--- config.mk ---
export PLATFORM = sky130hd
export DESIGN_NAME = div_arbiter
export DESIGN_NICKNAME = d
export VERILOG_FILES = /design/src/rtl/div_arb_pkg.sv /design/src/rtl/div_arbiter_rr.sv /design/src/rtl/div_arbiter.sv
export SDC_FILE = /design/constraint.sdc
export NUM_CORES = 1
export LEC_CHECK = 0
export ABC_AREA = 1
export CORE_AREA = 2 2 187 189
export DETAILED_ROUTE_END_ITERATION = 6
export DIE_AREA = 0 0 189 191
export PLACE_DENSITY_LB_ADDON = 0.08
export RECOVER_POWER = 25
export SYNTH_ARGS = -nofsm -noshare
export SYNTH_HDL_FRONTEND = slang
export SYNTH_SLANG_ARGS = --single-unit
--- constraint.sdc ---
create_clock -name clk -period 2.15 [get_ports clk]
set_input_delay 0.215 -clock clk [delete_from_list [all_inputs] [get_ports clk]]
set_output_delay 0.215 -clock clk [all_outputs]
set_load 0.005 [all_outputs]
--- src/rtl/div_arb_pkg.sv ---
// Shared types, constants and the round-robin pick function for div_arbiter.
package div_arb_pkg;

  // Arbiter FSM states.
  typedef enum logic [1:0] {
    ST_IDLE  = 2'd0,
    ST_ISSUE = 2'd1,
    ST_WAIT  = 2'd2,
    ST_RESP  = 2'd3
  } state_e;

  // Default number of cycles waited for div_done before a timeout.
  localparam int unsigned DEF_TIMEOUT_LIMIT = 64;

  // Widest requester vector the pick function handles.
  localparam int unsigned MAX_REQ  = 8;
  localparam int unsigned MAX_ID_W = 3;

  // First set req bit at or after ptr, wrapping modulo nof_req; 0 when no bit is set.
  function automatic logic [MAX_ID_W-1:0] rr_pick(
    input logic [MAX_REQ-1:0]  req,
    input logic [MAX_ID_W-1:0] ptr,
    input int unsigned         nof_req
  );
    logic [MAX_ID_W-1:0] win;
    logic                found;
    logic [MAX_ID_W:0]   idx;
    win   = '0;
    found = 1'b0;
    for (int unsigned i = 0; i < MAX_REQ; i++) begin
      // ptr < nof_req and i < nof_req, so one subtraction is enough to wrap.
      idx = {1'b0, ptr} + (MAX_ID_W + 1)'(i);
      if (idx >= (MAX_ID_W + 1)'(nof_req)) idx = idx - (MAX_ID_W + 1)'(nof_req);
      if (!found && (i < nof_req) && req[idx[MAX_ID_W-1:0]]) begin
        win   = idx[MAX_ID_W-1:0];
        found = 1'b1;
      end
    end
    return win;
  endfunction

endpackage

--- src/rtl/div_arbiter_rr.sv ---
// rr_arbiter: reusable round-robin selector. The winner is combinational from
// the request vector and the pointer; the pointer moves past the winner only
// when the owner of the shared resource accepts the grant (grant_en).
module rr_arbiter
  import div_arb_pkg::*;
#(
  parameter  int unsigned NOF_REQ = 4,
  localparam int unsigned ID_W    = $clog2(NOF_REQ)
) (
  input  logic               clk,
  input  logic               rst_n,
  input  logic [NOF_REQ-1:0] req,
  input  logic               grant_en,
  output logic [ID_W-1:0]    winner,
  output logic               any_req
);

  logic [ID_W-1:0] rr_ptr_q, rr_ptr_d;

  // Pick the winner from the pointer and compute the post-grant pointer.
  always_comb begin
    // NOTE: every signal written here gets a default first, so no path can leave it unassigned and infer a latch.
    rr_ptr_d = rr_ptr_q;
    any_req  = |req;
    winner   = ID_W'(rr_pick(MAX_REQ'(req), MAX_ID_W'(rr_ptr_q), NOF_REQ));
    if (grant_en) begin
      rr_ptr_d = (winner == ID_W'(NOF_REQ - 1)) ? '0 : winner + 1'b1;
    end
  end

  // Pointer register.
  always_ff @(posedge clk or negedge rst_n) begin
    // NOTE: state uses non-blocking assignments so every flop samples pre-edge values regardless of block order.
    if (!rst_n) rr_ptr_q <= '0;
    else        rr_ptr_q <= rr_ptr_d;
  end

endmodule

--- src/rtl/div_arbiter.sv ---
// div_arbiter: shares one start/done unsigned divider among NOF_REQ requesters.
// Grants round-robin, latches the winner's operands, pulses div_start, waits for
// div_done and returns the result with a one-hot done pulse.
// Optional: define DIV_ARB_TIMEOUT_EN to abandon a divide after TIMEOUT_LIMIT
// wait cycles (TO pulses with done, results forced to 0).
module div_arbiter
  import div_arb_pkg::*;
#(
  parameter  int unsigned NOF_BITS      = 33,
  parameter  int unsigned NOF_REQ       = 4,
  parameter  int unsigned TIMEOUT_LIMIT = DEF_TIMEOUT_LIMIT,
  localparam int unsigned ID_W          = $clog2(NOF_REQ)
) (
  input  logic                        clk,
  input  logic                        rst_n,
  input  logic [NOF_REQ-1:0]          req,
  input  logic [NOF_REQ*NOF_BITS-1:0] a_in,
  input  logic [NOF_REQ*NOF_BITS-1:0] b_in,
  output logic [NOF_REQ-1:0]          done,
  output logic [NOF_BITS-1:0]         val_out,
  output logic [NOF_BITS-1:0]         rem_out,
  output logic                        dbz_out,
  output logic                        TO,
  output logic                        busy,
  output logic [ID_W-1:0]             grant_id,
  output logic                        div_start,
  output logic [NOF_BITS-1:0]         div_a,
  output logic [NOF_BITS-1:0]         div_b,
  input  logic                        div_done,
  input  logic                        div_valid,
  input  logic                        div_dbz,
  input  logic [NOF_BITS-1:0]         div_val,
  input  logic [NOF_BITS-1:0]         div_rem
);

  if (NOF_REQ < 2 || NOF_REQ > MAX_REQ) begin : g_bad_nof_req
    $error("div_arbiter: NOF_REQ must be in 2..8");
  end
  if (TIMEOUT_LIMIT < 2) begin : g_bad_timeout
    $error("div_arbiter: TIMEOUT_LIMIT must be at least 2");
  end

  state_e              state_q, state_d;
  logic [NOF_BITS-1:0] div_a_q, div_a_d;
  logic [NOF_BITS-1:0] div_b_q, div_b_d;
  logic [NOF_BITS-1:0] val_q, val_d;
  logic [NOF_BITS-1:0] rem_q, rem_d;
  logic                dbz_q, dbz_d;
  logic [ID_W-1:0]     grant_id_q, grant_id_d;
  logic [ID_W-1:0]     winner;
  logic                any_req;
  logic                grant_en;
  logic                tmo_hit;

  rr_arbiter #(.NOF_REQ(NOF_REQ)) u_rr (
    .clk      (clk),
    .rst_n    (rst_n),
    .req      (req),
    .grant_en (grant_en),
    .winner   (winner),
    .any_req  (any_req)
  );

`ifdef DIV_ARB_TIMEOUT_EN
  localparam int unsigned CNT_W = $clog2(TIMEOUT_LIMIT);

  logic [CNT_W-1:0] wait_cnt_q, wait_cnt_d;
  logic             to_q, to_d;

  // Count ST_WAIT cycles; the count reaching TIMEOUT_LIMIT-1 without div_done aborts.
  always_comb begin
    wait_cnt_d = '0;
    if (state_q == ST_WAIT) wait_cnt_d = wait_cnt_q + 1'b1;
    tmo_hit = (state_q == ST_WAIT) && !div_done &&
              (wait_cnt_d == CNT_W'(TIMEOUT_LIMIT - 1));
    to_d    = tmo_hit;
  end

  // Timeout counter and the TO flag that lines up with the ST_RESP cycle.
  always_ff @(posedge clk or negedge rst_n) begin
    if (!rst_n) begin
      wait_cnt_q <= '0;
      to_q       <= 1'b0;
    end else begin
      wait_cnt_q <= wait_cnt_d;
      to_q       <= to_d;
    end
  end

  assign TO = to_q;
`else
  assign tmo_hit = 1'b0;
  assign TO      = 1'b0;
`endif

  // Next-state logic: grant in IDLE, one issue cycle, wait for the divider, respond.
  always_comb begin
    state_d    = state_q;
    div_a_d    = div_a_q;
    div_b_d    = div_b_q;
    val_d      = val_q;
    rem_d      = rem_q;
    dbz_d      = dbz_q;
    grant_id_d = grant_id_q;
    grant_en   = 1'b0;
    case (state_q)
      ST_IDLE: begin
        if (any_req) begin
          grant_en   = 1'b1;
          div_a_d    = a_in[32'(winner) * NOF_BITS +: NOF_BITS];
          div_b_d    = b_in[32'(winner) * NOF_BITS +: NOF_BITS];
          grant_id_d = winner;
          state_d    = ST_ISSUE;
        end
      end
      // div_done is not looked at here, so a done coincident with start is dropped.
      ST_ISSUE: state_d = ST_WAIT;
      ST_WAIT: begin
        if (div_done) begin
          val_d   = div_val;
          rem_d   = div_rem;
          dbz_d   = div_dbz & div_valid;
          state_d = ST_RESP;
        end else if (tmo_hit) begin
          val_d   = '0;
          rem_d   = '0;
          dbz_d   = 1'b0;
          state_d = ST_RESP;
        end
      end
      ST_RESP: state_d = ST_IDLE;
      default: state_d = ST_IDLE;
    endcase
  end

  // State, latched operands, grant index and held results.
  always_ff @(posedge clk or negedge rst_n) begin
    if (!rst_n) begin
      state_q    <= ST_IDLE;
      div_a_q    <= '0;
      div_b_q    <= '0;
      val_q      <= '0;
      rem_q      <= '0;
      dbz_q      <= 1'b0;
      grant_id_q <= '0;
    end else begin
      state_q    <= state_d;
      div_a_q    <= div_a_d;
      div_b_q    <= div_b_d;
      val_q      <= val_d;
      rem_q      <= rem_d;
      dbz_q      <= dbz_d;
      grant_id_q <= grant_id_d;
    end
  end

  // One-hot completion pulse to the granted requester during ST_RESP.
  always_comb begin
    done = '0;
    if (state_q == ST_RESP) done[grant_id_q] = 1'b1;
  end

  assign busy      = (state_q != ST_IDLE);
  assign div_start = (state_q == ST_ISSUE);
  assign div_a     = div_a_q;
  assign div_b     = div_b_q;
  assign grant_id  = grant_id_q;
  assign val_out   = val_q;
  assign rem_out   = rem_q;
  assign dbz_out   = dbz_q;

endmodule

**Word-level counts from Yosys, hierarchy flattened**

Index checks and enable logic that the tools add are counted.

- Register bits: 139
- Bits of input ports: 339
- Output and inout port bits: 142
- Word-level logic and storage cells: 77

- Add/subtract/negate cells: 8
- Multipliers: 1
- $lt $le $gt $ge: 10
- Equality and inequality tests: 6
- Shift operators: 2
- Multiplexer cells: 28
- Bitwise operators: 1
- Reductions and logical operators: 13

Operators with widths:

| operator | count |
|---|---|
| 132-bit by 9-bit variable part select with 33-bit output | 2 |
| 3-bit by 4-bit < comparator with 1-bit output (second input constant) | 4 |
| 2-bit two-way mux | 7 |
| 1-bit binary-select mux with 3-bit select | 4 |
| 4-bit by 3-bit >= comparator with 1-bit output (second input constant) | 3 |
| 3-bit two-way mux | 4 |
| 1-bit two-way mux | 10 |
| 3-bit subtractor (second input constant) | 3 |
| 2-bit by 6-bit multiplier with 8-bit output (second input constant) | 1 |
| 2-bit case mux with 4 select lines | 1 |
| 2-bit by 2-bit adder with 3-bit output (second input constant) | 2 |
| 2-bit == test (second input constant) | 3 |
| 2-bit AND reduction | 3 |
| 1-bit logical AND | 4 |
| 4-bit two-way mux | 1 |
| 2-bit inequality test (second input constant) | 2 |
| 4-bit OR reduction | 1 |
| 2-bit by 1-bit adder with 3-bit output (second input constant) | 1 |
| 2-bit by 3-bit >= comparator with 1-bit output (second input constant) | 1 |
| 1-bit logical NOT | 3 |
| 2-bit by 3-bit < comparator with 1-bit output (second input constant) | 1 |
| 2-bit by 3-bit subtractor with 3-bit output (second input constant) | 1 |
| 2-bit by 1-bit adder with 2-bit output (second input constant) | 1 |
| 1-bit demux with 2-bit select | 1 |
| other kinds (5) | 5 |

**Logic depth before layout (Yosys ltp)**

Gate-level depths: netlist of the first run.

- Word-level depth: 16
- Mapped depth: 18
- Gate-level depth less buffers: 15

**By module**

A second synthesis of the first run with hierarchy kept.

- Cell total of the unflattened synthesis: 1171
- Area total of the unflattened synthesis: 8325.5 um^2

By module, submodules not included:

| module | instances | cells an instance | area an instance (um^2) | seq. area each (um^2) |
|---|---|---|---|---|
| div_arbiter | 1 | 1100 | 7906.3 | 3428.3 |
| rr_arbiter | 1 | 71 | 419.2 | 50.0 |

**Worst setup path before layout of the first run**

No wires, ideal clock.

- Path kind: register -> register
- Start point: reg state_q[0]
- End point: reg val_q[14], in the netlist val_out[14]
- Setup time: 125 ps
- Arrival: 1791 ps
- Required time: 2025 ps
- Setup slack: 234 ps
- Cell stages (with the launch flop): 7
- Path buffers: 2
- Cells stage by stage: dfrtp_1 > inv_1 > ha_1 > nand2_1 > clkbuf_1 > clkbuf_1 > mux2_2

- Longest elaborated chain between the ends: 2

RTL lines:

| element | RTL line | source |
|---|---|---|
| from (decl) | div_arbiter.sv:43 | `state_e state_q, state_d;` |
| from (signal assigned) | div_arbiter.sv:147 | `state_q <= state_d;` |
| 2-bit == test | div_arbiter.sv:106 | `case (state_q)` |
| 2-bit AND reduction (no source line) | -- |  |
| to (signal assigned) | div_arbiter.sv:150 | `val_q <= val_d;` |
| to (decl) | div_arbiter.sv:46 | `logic [NOF_BITS-1:0] val_q, val_d;` |

Every way passes these cells.
A chain may end at the register's enable or synchronous reset.

**Final worst setup path of the first run**

- Start point: reg u_rr.rr_ptr_q[0]
- End point: reg div_a_q[26], in the netlist div_a[26]

- Longest elaborated chain between the ends: 16
- Elaborated cells on any way between the ends: 38
- Classes of those cells: add/sub: 7; mul: 1; order compare: 4; shift: 1; mux: 19; reduce/logical: 6

RTL lines:

| element | RTL line | source |
|---|---|---|
| from (decl) | div_arbiter_rr.sv:18 | `logic [ID_W-1:0] rr_ptr_q, rr_ptr_d;` |
| from (signal assigned) | div_arbiter_rr.sv:35 | `else rr_ptr_q <= rr_ptr_d;` |
| parallel branches: the longest is 13 deep, another holds 4-bit by 3-bit >= comparator with 1-bit output | -- |  |
| 2-bit two-way mux (*) | div_arb_pkg.sv:34 | `if (!found && (i < nof_req) && req[idx[MAX_ID_W-1:0]]) begin` |
| 2-bit by 6-bit multiplier with 8-bit output (*) | div_arbiter.sv:110 | `div_a_d = a_in[32'(winner) * NOF_BITS +: NOF_BITS];` |
| 132-bit by 9-bit variable part select with 33-bit output (*) | div_arbiter.sv:110 |  |
| to (signal assigned) | div_arbiter.sv:148 | `div_a_q <= div_a_d;` |
| to (decl) | div_arbiter.sv:44 | `logic [NOF_BITS-1:0] div_a_q, div_a_d;` |

Every way passes the cells marked *. The select of a mux whose other input is x is not followed.

==> results_dict.tcl, run 1 <==
set metrics [dict create \
    hold_viol_final 0 \
    die-area_um2 36100 \
    post-route-min-period_ns 2.21 \
    maxSlewViolCount 0 \
    cts_buffers 17 \
    grt_start_max_net_pins 69 \
    drc_errors 0 \
    dp_cells 2178 \
    initial_core_util_pct 26.2 \
    worst_ep_arrival_time_ns 2.52 \
    worstPathMaxFanout 20 \
    power_frac_seq_pct 17.8 \
    p_sw_mw 11.7 \
    grt_pass1_vias 9502 \
    relSlewSlack_pct 6.72 \
    synth-simple-area-share_pct 36.1 \
    crit_slowest_cell "dfrtp_2" \
    yosys.cell_count.top_type "nand2_1" \
    drt_iter0_markers 413 \
    drv_cap 0 \
    setup_slack_ns -0.0586 \
    grt_setup_unrepaired "true" \
    fp.dieW_um 189 \
    fmax_ghz 0.453 \
    synth_edf_count 0 \
    stdcell_area_um2 15700 \
    worstSetupPathType "flop to flop" \
    place_congestion 0.851 \
    wl_per_cell_um 16.9 \
    wl_um 37900 \
    viasPerCell 4.34 \
    power_frac_comb_pct 70.6 \
    hold_slack_ns 0.372 \
    worst_setup_path_end_kind "flop" \
    synth_compound_area_share_pct 0.532 \
    leakage_nw 7.97 \
    nets 2116 \
    async_reset_ff_share_pct 100 \
    ios 481 \
    worstPathRequired_ns 2.46 \
    hp-class "input pin to flop" \
    clk_pin_slew_ns 0.07 \
    drt_first_pass_iters 5 \
    critical_path.cell_chain "clkinv_4 -> nand2_2 -> nand2_4 -> nand2_2 -> nand2_4 -> nor2_8 -> nand4_4 -> nand2_8 -> buf_12 -> clkbuf_16 -> nand2_1 -> nand3_1 -> nand2_1 -> nand2_1 -> nand2_1" \
    status "finished, violations left" \
    place_area_um2 14500 \
    synth.distinct_cells 31 \
    cp_common_cell "nand2_1" \
    synthTopCellsByCount "nand2_1 (447), inv_1 (249), nand3_1 (227)" \
    antenna_cells 0 \
    ys_ff_latch 139 \
    clock_latency_ns 0.43 \
    cts_tree "built" \
    switching_share_pct 44.1 \
    setup_viol_count_final 21 \
    numClockSinks 139 \
    vias 9725 \
    synth.largest_area_cell "dfrtp_1" \
    yosys_warnings 0 \
    core_um2 34100 \
    cts_max_level 4 \
    powerDensity_nw_per_um2 1690 \
    yosysSeqAreaShare_pct 38.9 \
    drive_gt1_share_pct 13.3 \
    num_rows 68 \
    p_int_mw 14.8 \
    avgSynthCellArea_um2 7.05 \
    antenna_found_initial 1 \
    violations "setup timing" \
    synth_xor_area_share_pct 0 \
    portBuffers 479 \
    synth_nets 1611 \
    final_util_pct 45.9 \
    synth_area_leaders "dfrtp_1 (39%), nand2_1 (19%), nand3_1 (13%)" \
    finClkSkew_ns 0.0144 \
    grt_first_pass_wirelength_um 54500 \
    critPathMaxStageDelay_ns 0.48 \
    worst_pin_slew_ns 1.40 \
    critPathLaunchType "flop" \
    ant_nets 0 \
    synthMuxAreaShare_pct 8.31 \
    yosys.area.top_type_share_pct 38.9 \
    grt.overflow.total 0 \
    synth_top_family_by_area "simple AND/OR/NAND/NOR gates" \
    period_share_pct 103 \
    synthFlopType "dfrtp_1" \
    clockBufferDepth 2 \
    nFillCells 3473 \
    cts_root_buf "clkbuf_16" \
    die_y_um 191 \
    synthAdderAreaFrac_pct 0.560 \
    syn_to_final_growth_pct 75.3 \
    netlist_area_um2 8940 \
    synth_cells 1268 \
    fin_cells 2241 \
    track_usage_pct 19.5 \
    ir_drop_v 0.000848 \
    clkPwrFrac_pct 11.6 \
    dp_hpwl_um 27700 \
]
-- layer usage --
| metal | up-vias | wire, um | share of wire [%] | global-route usage (%) |
|---|---|---|---|---|
| li1 | 4861 | - | - | - |
| met1 | 4483 | 16100 | 42 | 23.5 |
| met2 | 337 | 18400 | 48 | 33.9 |
| met3 | 42 | 2720 | 7.2 | 5.67 |
| met4 | 2 | 739 | 1.9 | 4.99 |
| met5 | - | 13 | 0.034 | 0 |
-- stage by stage --
| step | setup slack [ns] | TNS, ns | total power [mW] |
|---|---|---|---|
| finish | -0.0586 | -0.331 | 26.4 |
| floorplan | 0.234 | 0 | 14.0 |
| detailed placement | -0.172 | -8.57 | 20.9 |
| global route | -0.169 | -7.49 | 28.8 |
| global placement | -0.164 | -7.33 | 20.8 |
| CTS | 0.000249 | 0 | 24.1 |
-- repair_timing --
item	4_1_cts	5_1_grt
pin swaps	0	5
resized for setup	1	41
gates cloned	0	13
hold buffers	1	0
endpoints found under the setup margin	57	66
setup buffers	0	17
endpoints found under the hold margin	42	0
-- cells by family after synthesis --
| family | after synthesis |
|---|---|
| and+or+nand+nor | 722 |
| buffers and inverters | 328 |
| DFF | 139 |
| muxes | 66 |
| AOI/OAI and AO/OA | 8 |
| adders and majority gates | 4 |
| other | 1 |
-- placed cells by master (no fill, tap or decap), types with 4 or more instances in the layout --
cell,synthesis,layout
inv_1,249,247
inv_6,1,4
inv_8,0,4
clkbuf_16,0,26
ha_1,4,4
nand3_1,227,226
buf_12,1,15
buf_4,4,39
nand2_4,3,7
nand3_2,22,21
dfrtp_1,139,138
buf_16,0,5
nand2_2,7,13
nand2_1,447,436
mux2_2,66,66
buf_6,9,7
nor3_1,4,4
clkdlybuf4s50_1,0,478
-- state kept, by name, indices dropped and copies added, names as in the netlist --
| register | flops |
|---|---|
| dbz_out | 1 |
| div_a | 33 |
| div_b | 33 |
| grant_id | 2 |
| rem_out | 33 |
| state_q | 2 |
| u_rr.rr_ptr_q | 2 |
| val_out | 33 |
-- power by group through the flow --
stage          logic, mW  clock network, mW  registers, mW
6_report            18.7               3.07           4.70
5_1_grt             20.6               3.29           4.88
4_1_cts             16.2               3.15           4.70
3_5_place_dp        16.2                  0           4.73
3_3_place_gp        16.1                  0           4.69
2_1_floorplan       9.23                  0           4.77
-- worst max-delay path: cells and delay by family, from the launching register on --
family | cells | cell delay, ns
flops | 1 | 0.48
buf+inv | 3 | 0.45
simple gates | 12 | 1.15
-- path summary, 6_finish.rpt --
| check | end | slack (ns) | start | cells past startpoint |
|---|---|---|---|---|
| max in group asynchronous | dbz_out | 0.39 | rst_n | 3 |
| max | div_a[26] | -0.06 | u_rr.rr_ptr_q[0] | 15 |
| min | dbz_out | 0.37 | div_valid | 3 |
| min in group asynchronous | val_out[9] | 0.62 | rst_n | 2 |
| max reg2reg | div_a[26] | -0.06 | u_rr.rr_ptr_q[0] | 15 |
| min reg2reg | div_b[32] | 0.48 | div_b[32] | 2 |
-- cell type report --
class,count,area [um^2],area share (%)
Timing Repair Buffer,560,5880,37.5
Sequential cell,139,3480,22.2
Inverter,253,966,6.16
Multi-Input combinational cell,801,4170,26.6
Tap cell,455,569,3.63
Clock buffer,17,425,2.71
Timing Repair inverter,1,7.51,0.0479
Clock inverter,15,178,1.13
(Power assumes the default switching activity.)
==> run 2: changes to the inputs <==
--- a/config.mk
+++ b/config.mk
@@ -14,3 +14,4 @@
 export SYNTH_ARGS = -nofsm -noshare
 export SYNTH_HDL_FRONTEND = slang
 export SYNTH_SLANG_ARGS = --single-unit
+export TNS_END_PERCENT = 1
==> run 2 against run 1 <==
  * The flow now finishes without violations
  * Critical path type unchanged
  * Largest cell class unchanged
  * First-iteration DRC count is 1.7% higher
  * Sequential share of layout area grew 0.60 points
  * Clock-buffer cell count did not move
  * Critical endpoint is now div_b[13]
  * Register-to-register slack improved by 0.12 ns
  * Clock power about the same
  * Largest power group unchanged
  * Clock skew about the same
  * Critical path depth rose by 1
  * Global-route usage unchanged
  * Die area did not move
==> results_dict.tcl, run 2 (synthesis results as in run 1) <==
set metrics [dict create \
    critPathLaunchType "flop" \
    nFillCells 3495 \
    critPathMaxStageDelay_ns 0.49 \
    grt.overflow.total 0 \
    grt_start_max_net_pins 69 \
    layout_common_cells "clkdlybuf4s50_1 (478), nand2_1 (444), inv_1 (248), nand3_1 (227), dfrtp_1 (138)" \
    cts_max_level 4 \
    grt_setup_unrepaired "true" \
    cts_buffers 17 \
    place_area_um2 14500 \
    fmax_ghz 0.479 \
    leakage_nw 7.77 \
    track_usage_pct 19.5 \
    initial_core_util_pct 26.2 \
    clk_pin_slew_ns 0.07 \
    power_frac_seq_pct 19.1 \
    drc_errors 0 \
    hold_viol_final 0 \
    period_share_pct 97.0 \
    clkPwrFrac_pct 12.4 \
    cts_tree "built" \
    worstPathRequired_ns 2.47 \
    final_common_cell "clkdlybuf4s50_1" \
    worst_setup_path_end_kind "flop" \
    clock_latency_ns 0.43 \
    hold_path.startpoint "div_valid" \
    wl_um 36100 \
    ios 481 \
    antenna_found_initial 1 \
    clockBufferDepth 2 \
    cts_root_buf "clkbuf_16" \
    syn_to_final_growth_pct 70.7 \
    viasPerCell 4.31 \
    setup_viol_count_final 0 \
    whs_path_depth 3 \
    drv_cap 0 \
    wl_per_cell_um 16.3 \
    cp_common_cell "nand2_1" \
    ant_nets 0 \
    die-area_um2 36100 \
    power_frac_comb_pct 68.5 \
    fp.dieW_um 189 \
    grt_pass1_vias 9502 \
    setup_tns_ns 0 \
    core_um2 34100 \
    dp_hpwl_um 27700 \
    worst_ep_arrival_time_ns 2.41 \
    switching_share_pct 44.5 \
    min_to "dbz_out" \
    numClockSinks 139 \
    antenna_cells 0 \
    num_rows 68 \
    die_y_um 191 \
    ir_drop_v 0.000813 \
    worst_pin_slew_ns 1.34 \
    finClkSkew_ns 0.0144 \
    setup_slack_ns 0.0645 \
    relSlewSlack_pct 10.9 \
    place_congestion 0.851 \
    stdcell_area_um2 15300 \
    p_sw_mw 10.9 \
    post-route-min-period_ns 2.09 \
    vias 9556 \
    p_int_mw 13.7 \
    crit_slowest_cell "dfrtp_2" \
    portBuffers 479 \
    r2r_cells 16 \
    p_total_mw 24.6 \
    r2r-end "div_b[13]" \
    worstPathMaxFanout 9 \
    critical_path.cell_chain "inv_6 -> nand2_1 -> nand2_1 -> nand2_1 -> nand2_4 -> nand2_1 -> nand2_1 -> nand2_2 -> nand2_4 -> buf_12 -> buf_4 -> nand3_1 -> nand3_1 -> nand2_1 -> nand2_1 -> nand2_1" \
    drt_iter0_markers 420 \
    nets 2093 \
    powerDensity_nw_per_um2 1610 \
    worstSetupPathType "flop to flop" \
    grt_first_pass_wirelength_um 54500 \
    timing.rr.start "u_rr.rr_ptr_q[0]" \
    post-place-ws_ns -0.172 \
    drive_gt1_share_pct 11.5 \
    maxSlewViolCount 0 \
    status "finished, final reports clean" \
    final_util_pct 44.7 \
    hp-class "input pin to flop" \
    reg2reg_setup_slack_ns 0.06 \
    drt_first_pass_iters 5 \
]
-- run 2: changes by cell type in the layout (fill, tap and decap cells not counted), moves of 2 or more --
cell	change
buf_12	-2
buf_4	-9
buf_6	-3
buf_8	-2
clkbuf_16	-6
nand2_1	+8
nand2_2	-5
nand2_4	-3
nand3_4	-2
nor2_1	+2
-- run 2: cell type report --
type	instances	area (um^2)	area share, %
Inverter	253	966	6.33
Sequential cell	139	3480	22.8
Timing Repair inverter	1	7.51	0.0492
Multi-Input combinational cell	801	4100	26.9
Tap cell	455	569	3.73
Timing Repair Buffer	537	5530	36.2
Clock buffer	17	425	2.79
Clock inverter	15	178	1.16
-- run 2: timing repair --
item,CTS,global route
pin swaps,0,1
setup endpoints to repair,57,66
gates resized for setup,1,17
cloned,0,4
hold endpoints to repair,42,0
hold buffers,1,0
buffers inserted,0,3
-- run 2: power by group through the flow --
stage | registers, mW | logic, mW | clock network, mW
floorplan | 4.77 | 9.23 | 0
global route | 4.88 | 18.8 | 3.28
finish | 4.69 | 16.9 | 3.06
global placement | 4.69 | 16.1 | 0
CTS | 4.70 | 16.2 | 3.15
detailed placement | 4.73 | 16.2 | 0
-- run 2: worst max path at each step --
stage	from	endpoint	cells past startpoint
detailed placement	req[2]	div_b[32]	15
finish	u_rr.rr_ptr_q[0]	div_b[13]	16
global placement	req[2]	div_b[31]	16
floorplan	state_q[0]	val_out[14]	6
CTS	u_rr.rr_ptr_q[0]	div_b[31]	16
global route	u_rr.rr_ptr_q[0]	div_b[31]	16
-- run 2: through the flow --
step | hold WS (ns) | std cells
2_1_floorplan | -0.0806 | 1268
3_3_place_gp | 0.207 | 2178
3_5_place_dp | 0.197 | 2178
4_1_cts | 0.303 | 2211
5_1_grt | 0.373 | 2218
6_report | 0.373 | 2218
-- run 2: worst max-delay path: cells and delay by family, from the launching register on --
kind / cells / cell delay, ns
flops: 1 / 0.49
simple gates: 13 / 0.99
buf+inv: 3 / 0.48
-- run 2: metal layers --
layer / vias to the layer above / wire length, um / GRT usage [%]
met2: 316 / 17700 / 33.9
met3: 32 / 2710 / 5.67
li1: 4814 / - / -
met4: 2 / 669 / 4.99
met1: 4392 / 15000 / 23.5
met5: - / 13 / 0
==> edit 1, RTL diff (flow settings as in run 2) <==
Change the package constant `MAX_ID_W` from 3 to 5.
--- a/src/rtl/div_arb_pkg.sv
+++ b/src/rtl/div_arb_pkg.sv
@@ -14,7 +14,7 @@
 
   // Widest requester vector the pick function handles.
   localparam int unsigned MAX_REQ  = 8;
-  localparam int unsigned MAX_ID_W = 3;
+  localparam int unsigned MAX_ID_W = 5;
 
   // First set req bit at or after ptr, wrapping modulo nof_req; 0 when no bit is set.
   function automatic logic [MAX_ID_W-1:0] rr_pick(
Check against the original RTL: equivalent (Yosys induction, for registers that start in step).
==> edit 1 against run 2 <==
- the run now ends with capacitance limit, slew limit left
- final area rose by 0.63%
- global-route usage shrank 0.16 points
- worst setup slack lost 0.022 ns
- total power is 5.9% higher
- cell count decreased by 1.6%
- sequential share of layout area fell by 0.15 points
- clock power is 4% higher
- sequential cell count did not move
- maximum frequency is 1.0% lower
- worst hold slack lost 0.040 ns
- count of clock-buffer cells in the layout rose by 1
- synthesized area is 4.0% lower
- wire length up 6.1%
- critical path type unchanged
- critical endpoint is now div_b[10]$_DFFE_PN0P_
- largest cell class unchanged
- largest power group unchanged
==> edit 1: results (changes against run 2) <==
run_status:
  status: "finished with violations"  # was finished clean
  violations: "capacitance limit, slew limit"
global_routing:
  antenna_found_initial: 9  # was 1
  grt_pass1_wl_mm: 53.4  # was 54.5 mm
  grt_pass1_vias: 9359  # was 9502
  track_usage: 0.193  # was 0.195
critical_path:
  crit_slowest_cell: "dfrtp_1"  # was dfrtp_2
  slowest_delay_ns: 0.40  # was 0.49 ns
  cp.arrival_ns: 2.44  # was 2.41 ns
place:
  placed_cells: 2120  # was 2178
  hpwlAfterDp_mm: 26.4  # was 27.7 mm
flow_run:
  cap_viol_max_count: 1  # was 0
final_layout:
  drive_above_1_share: 0.113  # was 0.115
  final_cells: 2183  # was 2218
detailed_routing:
  wire_per_inst_um: 17.6  # was 16.3 um
  via_per_inst: 4.39  # was 4.31
  dr.first_iter.drc_count: 454  # was 420
synthesis:
  yosys-top-cells-count: "434 x nand2_1, 246 x nand3_1, 215 x inv_1, 139 x dfrtp_1, 66 x mux2_2"  # was 447 x nand2_1, 249 x inv_1, 227 x nand3_1, 139 x dfrtp_1, 66 x mux2_2
  synth_seq_area_share: 0.405  # was 0.389
  syn_nets: 1562  # was 1611
  synth_area_leaders: "dfrtp_1 41%, nand2_1 19%, nand3_1 14%"  # was dfrtp_1 39%, nand2_1 19%, nand3_1 13%
timing:
  fin_skew_ns: 0.0126  # was 0.0144 ns
  worst_slew_pin_slew_ns: 1.67  # was 1.34 ns
  drv_slew: 58  # was 0
power:
  ir_worst_vdd_mv: 1.10  # was 0.813 mV
-- edit 1: timing repair --
| action | in CTS | in global routing |
|---|---|---|
| endpoints found under the setup margin | 15 | 68 |
| resized for setup | 3 | 38 |
| setup buffers | 2 | 5 |
| cloned | 1 | 15 |
| hold endpoints to repair | 52 | 0 |
| hold buffers | 1 | 0 |
| pin swaps | 1 | 9 |
-- edit 1: path summary, 6_finish.rpt --
| path | to | slack, ns | cells after the start |
|---|---|---|---|
| setup / recovery | div_b[10]$_DFFE_PN0P_ | 0.04 | 15 |
| hold / removal | dbz_out$_DFFE_PN0P_ | 0.33 | 3 |
| setup reg to reg | div_b[10]$_DFFE_PN0P_ | 0.04 | 15 |
| hold reg to reg | div_a[13]$_DFFE_PN0P_ | 0.48 | 2 |
| max in group asynchronous | div_a[28]$_DFFE_PN0P_ | 0.31 | 3 |
| min in group asynchronous | div_a[11]$_DFFE_PN0P_ | 0.71 | 2 |
-- edit 1: cells by family after synthesis --
group,Yosys count,synth area share
buffers and inverters,293,0.140
and+or+nand+nor,701,0.350
muxes,66,0.0866
AOI/OAI and AO/OA,15,0.0117
other,1,0.000437
adders and majority gates,4,0.00583
DFF,139,0.405
-- edit 1: per-stage QoR --
step | util | area, sq um
2_1_floorplan | - | 8580
6_report | 0.450 | 15400
3_5_place_dp | 0.415 | 14100
3_3_place_gp | 0.415 | 14100
5_1_grt | 0.450 | 15300
4_1_cts | 0.435 | 14800
-- edit 1: metal layers --
| metal | share of wire | GRT usage |
|---|---|---|
| met5 | 0.00034 | 0 |
| met4 | 0.023 | 0.0694 |
| met3 | 0.080 | 0.0615 |
| met2 | 0.49 | 0.335 |
| met1 | 0.41 | 0.223 |
-- edit 1: worst max-delay path, delay by kind of cell, from the launching register on --
family                 cells  cell delay [ns]
buffers and inverters      4             0.55
DFF                        1             0.40
and+or+nand+nor           11             1.04
-- edit 1: layout make-up --
| class | count | share of cell area |
|---|---|---|
| antenna | 7 | 0.00114 |
| clock inverter | 14 | 0.0114 |
| timing repair buffer | 543 | 0.378 |
| clock buffer | 18 | 0.0286 |
| tap | 455 | 0.0371 |
| multi-input combinational | 788 | 0.263 |
| inverter | 219 | 0.0546 |
| sequential | 139 | 0.227 |
-- edit 1: where the power goes --
| group | total (W) | internal [W] | switching [W] |
|---|---|---|---|
| sequential | 0.00467 | 0.00398 | 0.000691 |
| combinational | 0.0182 | 0.00889 | 0.00933 |
| clock | 0.00319 | 0.00180 | 0.00139 |
| total | 0.0261 | 0.0147 | 0.0114 |
==> edit 2, RTL diff (flow settings as in run 2) <==
Without the edit above. `val_q` no longer has a reset.
--- a/src/rtl/div_arbiter.sv
+++ b/src/rtl/div_arbiter.sv
@@ -139,7 +139,6 @@
       state_q    <= ST_IDLE;
       div_a_q    <= '0;
       div_b_q    <= '0;
-      val_q      <= '0;
       rem_q      <= '0;
       dbz_q      <= 1'b0;
       grant_id_q <= '0;
@@ -147,11 +146,14 @@
       state_q    <= state_d;
       div_a_q    <= div_a_d;
       div_b_q    <= div_b_d;
-      val_q      <= val_d;
       rem_q      <= rem_d;
       dbz_q      <= dbz_d;
       grant_id_q <= grant_id_d;
     end
+  end
+
+  always_ff @(posedge clk) begin
+    val_q <= val_d;
   end
 
   // One-hot completion pulse to the granted requester during ST_RESP.
Formal check against the unedited RTL: differs if rst_n is asserted again (counterexample within 4 cycles, from zero or initial values and one cycle with rst_n low); with rst_n held inactive, the same outputs for 4 cycles.
==> edit 2 against run 2 <==
- wire length fell by 2.4%
- critical path type unchanged
- final area down 4.5%
- sequential cell count is the same
- worst setup slack got worse by 0.048 ns
- global-route usage about the same
- sequential power shrank 5.1%
- synthesized area decreased by 4.6%
- non-clock buffer count decreased by 18
- total power down 11%
==> edit 2: results (changes against run 2) <==
critical_path:
  crit_fanout: 65  # was 9
  cp.arrival_ns: 2.46  # was 2.41 ns
  r2r_slack_ns: 0.02  # was 0.06 ns
  ff2ff_path_depth: 13  # was 16
detailed_routing:
  met1_length_mm: 14.1  # was 15.0 mm
  dr_wl_met3_mm: 2.73  # was 2.71 mm
  via_per_inst: 4.28  # was 4.31
  dr.first_iter.drc_count: 365  # was 420
  wire_per_inst_um: 15.8  # was 16.3 um
  met2WireLength_mm: 17.3  # was 17.7 mm
run_status:
  status: "finished clean"  # unchanged
global_routing:
  antenna_found_initial: 5  # was 1
  met1_usage: 0.218  # was 0.235
  track_usage: 0.195  # about the same
  grt_use_met2: 0.344  # was 0.339
  grt_pass1_wl_mm: 54.0  # was 54.5 mm
  met3_usage: 0.0597  # was 0.0567
  grt_max_degree: 66  # was 69
place:
  hpwlAfterDp_mm: 27.1  # was 27.7 mm
  place_ws_ns: -0.233  # was -0.172 ns
synthesis:
  syn_nets: 1634  # was 1611
  synthFlopType: "dfrtp_1"  # unchanged
  synth_cell_types: 30  # was 31
  synth_enable_flop_cells: 33  # was 0
  ys_async_sr_fraction: 0.763  # was 1.00
  synth_area_per_cell_sq_um: 6.60  # was 7.05 sq um
  synth_seq_area_share: 0.427  # was 0.389
  synth_area_leaders: "dfrtp_1 31%, nand2_1 24%, nand3_1 14%"  # was dfrtp_1 39%, nand2_1 19%, nand3_1 13%
timing:
  fin_skew_ns: 0.00821  # was 0.0144 ns
final_layout:
  drive_above_1_share: 0.0514  # was 0.115
  nFillCells: 3585  # was 3495
  nNetsFinal: 2100  # was 2093
power:
  ir_worst_vdd_mv: 1.32  # was 0.813 mV
min_path:
  hold_class: "in -> async"  # was in -> reg
-- edit 2: cell types whose count changed after synthesis, sizes merged --
cell    delta
buf       -12
clkbuf     +9
clkinv     +1
dfrtp     -33
edfxtp    +33
inv        -8
mux2      -66
nand2    +105
nand3      -6
-- edit 2: worst min-delay path by stage --
| stage | endpoint |
|---|---|
| after floorplan | dbz_out$_DFFE_PN0P_ |
| after global placement | div_a[30]$_DFFE_PN0P_ |
| after detailed placement | div_a[30]$_DFFE_PN0P_ |
| after CTS | div_a[30]$_DFFE_PN0P_ |
| after global routing | div_a[30]$_DFFE_PN0P_ |
| final | div_a[30]$_DFFE_PN0P_ |
-- edit 2: power by group --
part	internal (W)	switching, W
registers	0.00386	0.000586
logic	0.00621	0.00839
clock network	0.00154	0.00138
total	0.0116	0.0104
-- edit 2: metrics by stage --
step	hold slack, ns	area (sq um)	setup TNS (ns)
floorplan	-0.0806	8530	0
detailed placement	0.0585	14000	-9.13
global route	0.259	14600	-7.32
CTS	0.117	14600	-0.0136
finish	0.221	14600	0
global placement	0.0583	14000	-8.15
-- edit 2: what timing repair did --
| item | in CTS | in global routing |
|---|---|---|
| setup endpoints to repair | 52 | 72 |
| resized for setup | 4 | 4 |
| pin swaps | 2 | 1 |
| endpoints found under the hold margin | 106 | 0 |
| hold buffers | 1 | 0 |
-- edit 2: area by class of cell --
cell class	instances	area, sq um	area share
well taps	455	569	0.0391
diodes	4	10.0	0.000687
inverters	246	933	0.0640
clock inverters	15	148	0.0101
multi-input cells	834	3580	0.246
repair buffers	519	5260	0.361
flip-flops and latches	139	3640	0.250
clock buffers	17	425	0.0292
-- edit 2: cells by family after synthesis --
family	Yosys count	share of synthesized area
compound gates	8	0.00558
fa+ha+maj	4	0.00587
buf+inv	318	0.154
flops	139	0.427
other cells	1	0.000440
simple gates	821	0.407
